[src/rtl/fetch_sequencer.sv]
// Instruction fetch controller: walks the program counter through memory, assembles
// one- or two-byte instructions and hands them to execute; jumps redirect the counter.
module fetch_sequencer #(
  parameter int OPERAND_BIT = 7
) (
  input  logic       clk,
  input  logic       reset,
  input  logic [7:0] pc,
  output logic       pc_inc,
  output logic       pc_load,
  output logic [7:0] pc_load_val,
  output logic [7:0] mem_addr,
  output logic       mem_req,
  input  logic       mem_ack,
  input  logic [7:0] mem_rdata,
  output logic       instr_valid,
  input  logic       instr_ready,
  output logic [7:0] instr_opcode,
  output logic [7:0] instr_operand,
  output logic       instr_two_byte,
  output logic [7:0] instr_pc,
  input  logic       jump_req,
  input  logic [7:0] jump_target
);

  typedef enum logic [1:0] {START, OP, ARG, HOLD} state_t;

  state_t     state_q, state_d;
  logic [7:0] opcode_q, opcode_d;
  logic [7:0] operand_q, operand_d;
  logic [7:0] instr_pc_q, instr_pc_d;
  logic       jump_active;
  logic       accept;

  // A jump is honoured everywhere except the single START cycle after reset.
  assign jump_active = jump_req && (state_q != START);
  assign accept      = mem_req && mem_ack;

  always_ff @(posedge clk or posedge reset) begin
    if (reset) begin
      state_q    <= START;
      opcode_q   <= 8'h00;
      operand_q  <= 8'h00;
      instr_pc_q <= 8'h00;
    end else begin
      state_q    <= state_d;
      opcode_q   <= opcode_d;
      operand_q  <= operand_d;
      instr_pc_q <= instr_pc_d;
    end
  end

  always_comb begin
    state_d    = state_q;
    opcode_d   = opcode_q;
    operand_d  = operand_q;
    instr_pc_d = instr_pc_q;
    if (jump_active) begin
      state_d = OP;
    end else begin
      unique case (state_q)
        START: state_d = OP;
        OP: begin
          if (accept) begin
            opcode_d   = mem_rdata;
            instr_pc_d = pc;
            operand_d  = 8'h00;
            state_d    = mem_rdata[OPERAND_BIT] ? ARG : HOLD;
          end
        end
        ARG: begin
          if (accept) begin
            operand_d = mem_rdata;
            state_d   = HOLD;
          end
        end
        HOLD: begin
          if (instr_ready) state_d = OP;
        end
        default: state_d = START;
      endcase
    end
  end

  // mem_req is masked by the raw jump_req; START never requests, so no gating is needed there.
  always_comb begin
    mem_req        = ((state_q == OP) || (state_q == ARG)) && !jump_req;
    pc_inc         = mem_req && mem_ack;
    pc_load        = jump_active;
    pc_load_val    = jump_target;
    mem_addr       = pc;
    instr_valid    = (state_q == HOLD);
    instr_opcode   = opcode_q;
    instr_operand  = operand_q;
    instr_two_byte = opcode_q[OPERAND_BIT];
    instr_pc       = instr_pc_q;
  end

endmodule

[config.mk]
export PLATFORM = sky130hd
export DESIGN_NAME = fetch_sequencer
export DESIGN_NICKNAME = d
export VERILOG_FILES = /design/src/rtl/fetch_sequencer.sv
export SDC_FILE = /design/constraint.sdc
export NUM_CORES = 1
export LEC_CHECK = 0
export ABC_AREA = 1
export ABC_CLOCK_PERIOD_IN_PS = 1360
export CELL_PAD_IN_SITES_DETAIL_PLACEMENT = 0
export CELL_PAD_IN_SITES_GLOBAL_PLACEMENT = 1
export CORE_ASPECT_RATIO = 1.75
export CORE_MARGIN = 8
export CORE_UTILIZATION = 24
export DETAILED_ROUTE_END_ITERATION = 6
export MAX_ROUTING_LAYER = met4
export PLACE_DENSITY_LB_ADDON = 0.05
export SYNTH_ARGS = -nofsm -noshare
export SYNTH_HDL_FRONTEND = slang
export SYNTH_SLANG_ARGS = --single-unit
[constraint.sdc]
create_clock -name clk -period 1.36 [get_ports clk]
set_input_delay 0.204 -clock clk [delete_from_list [all_inputs] [get_ports clk]]
set_output_delay 0.204 -clock clk [all_outputs]
set_load 0.1 [all_outputs]
==> results.py, run 1 <==
metrics = {
    "yosys": {
        "yosys.area.top_type": "dfrtp_1",
        "synth.avg_cell_area_um2": 8.82,
        "synth_nets": 187,
        "synth_seq_cells": 26,
        "yosysUniqueCellTypes": 17,
        "ys_seq_area_frac": 0.479,
        "synth_area_leaders": "dfrtp_1 (48%), nand2_1 (15%), buf_4 (11%)",
        "yosys_warnings": 0,
        "synth_top_area_frac": 0.479,
        "synth_area_um2": 1360,
        "syn_inst": 154,
    },
    "timing": {
        "finalCritPeriodShare": 1.13,
        "worstMarginPinSlew_ns": 0.365,
        "rsz0062_at_grt": "true",
        "finalHoldViolCount": 0,
        "period_needed_ns": 1.54,
        "finalWorstSetupSlack_ns": -0.177,
        "setup_viol": 29,
        "fmax_ghz": 0.650,
        "hold_slack_ns": 0.278,
        "final-max-slew-violation-count": 0,
        "clock_skew_ns": 0.00465,
        "slew_headroom": 0.757,
    },
    "clocking": {
        "htreeDepth": 1,
        "clk_pin_slew_worst_paths_ns": 0.10,
        "cts_tree": "done",
        "cts-root-buf": "clkbuf_8",
        "cts_max_path_buffers": 2,
        "numCtsBuffers": 3,
        "numClockSinks": 26,
        "worstSkewPairLatency_ns": 0.28,
    },
    "critical_path": {
        "path_cells": "inv_2, ha_4, nand3_4, clkinv_4, buf_12",
        "max_stage_delay_ns": 0.37,
        "crit_required_ns": 1.16,
        "path_max_fanout": 3,
        "crit_path_start_kind": "flip-flop",
        "worst-r2r-setup-slack_ns": -0.11,
        "crit_family": "flip-flops",
        "crit_type": "reg -> out",
        "crit_path_top_delay_cell": "dfrtp_1",
        "endpoint": "pc_inc",
        "worstSetupStartpoint": "state_q[1]",
        "critical_path_buf_inv_count": 3,
        "crit_cells": 5,
        "worstSetupEndpointType": "output pin",
        "r2r_start": "state_q[1]",
        "worst-r2r-cell-count": 9,
        "cp.arrival_ns": 1.33,
        "reg2reg_to": "instr_pc[2]",
    },
    "run": {
        "max_cap_viol_count": 0,
    },
    "drt": {
        "antenna_left": 0,
        "vias_per_cell": 4.30,
        "post_drt_wl_per_cell_um": 15.8,
        "drc": 0,
        "drtIter0Drc": 48,
        "routed_wl_um": 4580,
        "num_vias": 1248,
        "first_pass_iters": 4,
    },
    "outcome": {
        "violations": "setup timing",
        "status": "complete, but fails checks",
    },
    "place": {
        "place_ws_ns": -0.0523,
        "dp_cells": 276,
        "dp_hpwl_um": 3210,
        "port_buffers": 57,
        "gp_congestion": 0.745,
        "place_area_um2": 2350,
    },
    "finish": {
        "instances_no_fill": 290,
        "nets": 248,
        "area_growth_pct": 106,
        "antenna_cells": 0,
        "drive_gt1_frac": 0.561,
        "design_area_um2": 2790,
        "fillers": 511,
    },
    "global_routing": {
        "grt.overflow.total": 0,
        "grt_max_degree": 27,
        "grt_pass1_vias": 1269,
        "grt_use_total": 0.109,
        "grt_pass1_wl_um": 6890,
        "antenna_found_initial": 0,
    },
    "die": {
        "ios": 74,
        "start_util": 0.245,
        "placementRows": 36,
        "die-area_um2": 8420,
        "core_area_um2": 5540,
        "die-height_um": 116,
        "die_x_um": 72.9,
    },
    "min_path": {
        "hold_path.class": "in -> async",
    },
}
==> tightest hold or removal path, stage by stage <==
cell and delay, ns:
clkdlybuf4s50_1 0.39, inv_1 0.05, buf_4 0.33
==> cell type report <==
class | instances | area [um2] | area share
multi-input combinational | 96 | 761 | 0.272
sequential | 26 | 652 | 0.233
tap | 76 | 95.1 | 0.0340
inverter | 12 | 53.8 | 0.0193
clock buffer | 4 | 55.1 | 0.0197
timing repair buffer | 76 | 1180 | 0.421
==> sequential cells by signal, indices dropped and copies added (netlist names) <==
name           flops
instr_pc           8
instr_opcode       8
instr_operand      8
state_q            2
==> layer usage <==
layer  part of all wire  vias to the layer above  track usage
li1                   -                      588            -
met1               0.36                      608        0.119
met2               0.56                       47        0.184
met3              0.061                        5       0.0286
met4              0.013                        0       0.0403
met5                  0                        -            -
==> cell usage in the layout, fill, tap and decap left out, drive strengths merged <==
| master | Yosys | routed |
|---|---|---|
| clkdlybuf4s50 | 0 | 20 |
| nand4 | 1 | 1 |
| a21oi | 1 | 1 |
| clkinvlp | 0 | 1 |
| nand2 | 58 | 61 |
| buf | 23 | 55 |
| dfrtp | 26 | 26 |
| clkinv | 1 | 1 |
| o21ai | 9 | 9 |
| clkbuf | 0 | 5 |
| nand3 | 19 | 19 |
| ha | 4 | 4 |
| inv | 11 | 10 |
| nor2 | 1 | 1 |
==> kinds of logic (layout without fill, tap and decap cells) <==
| logic type | count (synthesis) | in the layout | synth area share |
|---|---|---|---|
| buffers and inverters | 35 | 92 | 0.168 |
| adder cells (fa/ha/maj) | 4 | 4 | 0.0368 |
| AND/OR/NAND/NOR | 79 | 82 | 0.258 |
| AO/OA/AOI/OAI | 10 | 10 | 0.0589 |
| flip-flops | 26 | 26 | 0.479 |
==> metrics by stage <==
step	utilization	TNS [ns]
4_1_cts	0.453	-1.07
5_1_grt	0.504	-4.99
3_3_place_gp	0.424	-0.0581
6_report	0.504	-2.60
3_5_place_dp	0.424	-0.284
2_1_floorplan	-	-0.176
==> Yosys cell counts <==
cell type,number
a21oi_1,1
buf_2,1
buf_4,20
buf_6,2
clkinv_4,1
dfrtp_1,26
ha_1,4
inv_1,11
nand2_1,53
nand2_2,3
nand2_4,2
nand3_1,18
nand3_2,1
nand4_1,1
nor2_1,1
o21ai_0,1
o21ai_2,8
==> worst min-delay path by stage <==
stage	cells past startpoint	slack, ns	start	to
final	3	0.28	reset	instr_pc[1]
after global routing	3	0.33	reset	instr_pc[4]
after CTS	3	0.28	reset	instr_pc[1]
after detailed placement	0	0.41	jump_target[0]	pc_load_val[0]
after global placement	0	0.41	jump_target[0]	pc_load_val[0]
after floorplan	1	0.24	reset	instr_opcode[0]
==> repair_timing <==
action | in CTS | in global routing
endpoints found under the setup margin | 28 | 30
buffers inserted | 6 | 2
hold buffers | 0 | 0
gates cloned | 1 | 3
resized for setup | 14 | 49
pin swaps | 5 | 15
Power of run 1 is not shown: default switching activity piles up to over one toggle a cycle in this logic, so the estimate is an artifact.
==> run 2, diff against run 1 <==
--- a/config.mk
+++ b/config.mk
@@ -13,7 +13,6 @@
 export CORE_MARGIN = 8
 export CORE_UTILIZATION = 24
 export DETAILED_ROUTE_END_ITERATION = 6
-export MAX_ROUTING_LAYER = met4
 export PLACE_DENSITY_LB_ADDON = 0.05
 export SYNTH_ARGS = -nofsm -noshare
 export SYNTH_HDL_FRONTEND = slang
==> results.py, run 2 (same netlist as run 1, synthesis figures left out) <==
metrics = {
    "timing": {
        "setup_viol": 29,
        "slew_headroom": 0.757,
        "rsz0062_at_grt": "true",
        "period_needed_ns": 1.54,
        "finalWorstSetupSlack_ns": -0.176,
        "finalHoldViolCount": 0,
        "final-max-slew-violation-count": 0,
        "clock_skew_ns": 0.00473,
        "finalCritPeriodShare": 1.13,
        "fmax_ghz": 0.651,
        "worstMarginPinSlew_ns": 0.365,
        "tns_ns": -2.58,
    },
    "die": {
        "core_area_um2": 5540,
        "ios": 74,
        "placementRows": 36,
        "die-height_um": 116,
        "die-area_um2": 8420,
        "start_util": 0.245,
        "die_x_um": 72.9,
    },
    "drt": {
        "num_vias": 1252,
        "first_pass_iters": 4,
        "routed_wl_um": 4590,
        "vias_per_cell": 4.32,
        "post_drt_wl_per_cell_um": 15.8,
        "antenna_left": 0,
        "drtIter0Drc": 33,
        "drc": 0,
    },
    "clocking": {
        "numCtsBuffers": 3,
        "numClockSinks": 26,
        "hold_buffers": 0,
        "cts_max_path_buffers": 2,
        "htreeDepth": 1,
        "worstSkewPairLatency_ns": 0.28,
        "clk_pin_slew_worst_paths_ns": 0.10,
        "cts_tree": "done",
        "cts-root-buf": "clkbuf_8",
    },
    "global_routing": {
        "grt_pass1_wl_um": 6900,
        "grt_pass1_vias": 1270,
        "grt_use_total": 0.106,
        "grt_max_degree": 27,
        "antenna_found_initial": 0,
        "grt.overflow.total": 0,
    },
    "outcome": {
        "violations": "setup timing",
        "status": "complete, but fails checks",
    },
    "min_path": {
        "hold_path.class": "in -> async",
    },
    "finish": {
        "antenna_cells": 0,
        "fillers": 511,
        "design_area_um2": 2790,
        "drive_gt1_frac": 0.561,
        "final_util": 0.504,
        "layout_common_cells": "buf_12 (41), nand2_1 (40), dfrtp_1 (25)",
        "layout_commonest_cell": "buf_12",
        "area_growth_pct": 106,
        "nets": 248,
    },
    "place": {
        "gp_congestion": 0.736,
        "dp_hpwl_um": 3210,
        "port_buffers": 57,
        "place_area_um2": 2350,
    },
    "critical_path": {
        "path_cells": "inv_2, ha_4, nand3_4, clkinv_4, buf_12",
        "path_max_fanout": 3,
        "worstSetupEndpointType": "output pin",
        "max_stage_delay_ns": 0.37,
        "crit_path_start_kind": "flip-flop",
        "crit_type": "reg -> out",
        "crit_required_ns": 1.16,
        "cp.arrival_ns": 1.33,
        "crit_path_top_delay_cell": "dfrtp_1",
    },
    "run": {
        "max_cap_viol_count": 0,
    },
}
-- run 2: cell counts in the layout (fill, tap and decap cells not counted) --
Identical to the previous run, type by type.
-- run 2: path summary, 6_finish.rpt --
kind,start,end,cells after the start,slack (ns)
min in group clk,jump_target[3],pc_load_val[3],0,0.41
worst min-delay path,reset,instr_pc[1],3,0.28
worst max-delay path,state_q[1],pc_inc,5,-0.18
worst max register to register,state_q[1],instr_pc[2],9,-0.11
max in group asynchronous,reset,instr_opcode[7],3,0.79
worst min register to register,instr_pc[4],instr_pc[4],2,0.55
-- run 2: cell type report --
class / instances / area, um2 / share of cell area
Multi-Input combinational cell: 96 / 761 / 0.272
Tap cell: 76 / 95.1 / 0.0340
Clock buffer: 4 / 55.1 / 0.0197
Inverter: 12 / 53.8 / 0.0193
Sequential cell: 26 / 652 / 0.233
Timing Repair Buffer: 76 / 1180 / 0.421
-- run 2: per-layer routing --
layer  global-route usage  vias to the layer above  part of all wire
li1                     -                      588                 -
met1                0.116                      612              0.36
met2                0.184                       47              0.56
met3               0.0329                        5             0.069
met4               0.0403                        0             0.014
met5                    0                        -                 0
-- run 2: repair_timing --
action / in CTS / in global routing
gates cloned: 1 / 3
pin swaps: 5 / 15
resized for setup: 14 / 49
setup endpoints to repair: 28 / 30
buffers inserted: 6 / 2
-- run 2: critical path, delay by kind of cell, from the launching register on --
kind,cells,cell delay (ns)
adders and majority gates,1,0.29
DFF,1,0.37
and+or+nand+nor,1,0.08
buffers and inverters,3,0.30
-- run 2: metrics by stage --
stage               setup WS [ns]  instances  hold WS, ns
floorplan                 -0.0850        154        0.244
global placement          -0.0301        276        0.409
detailed placement        -0.0523        276        0.409
CTS                        -0.186        286        0.284
global route               -0.252        290        0.327
finish                     -0.176        290        0.278
Power of run 2 is left out for the same reason.
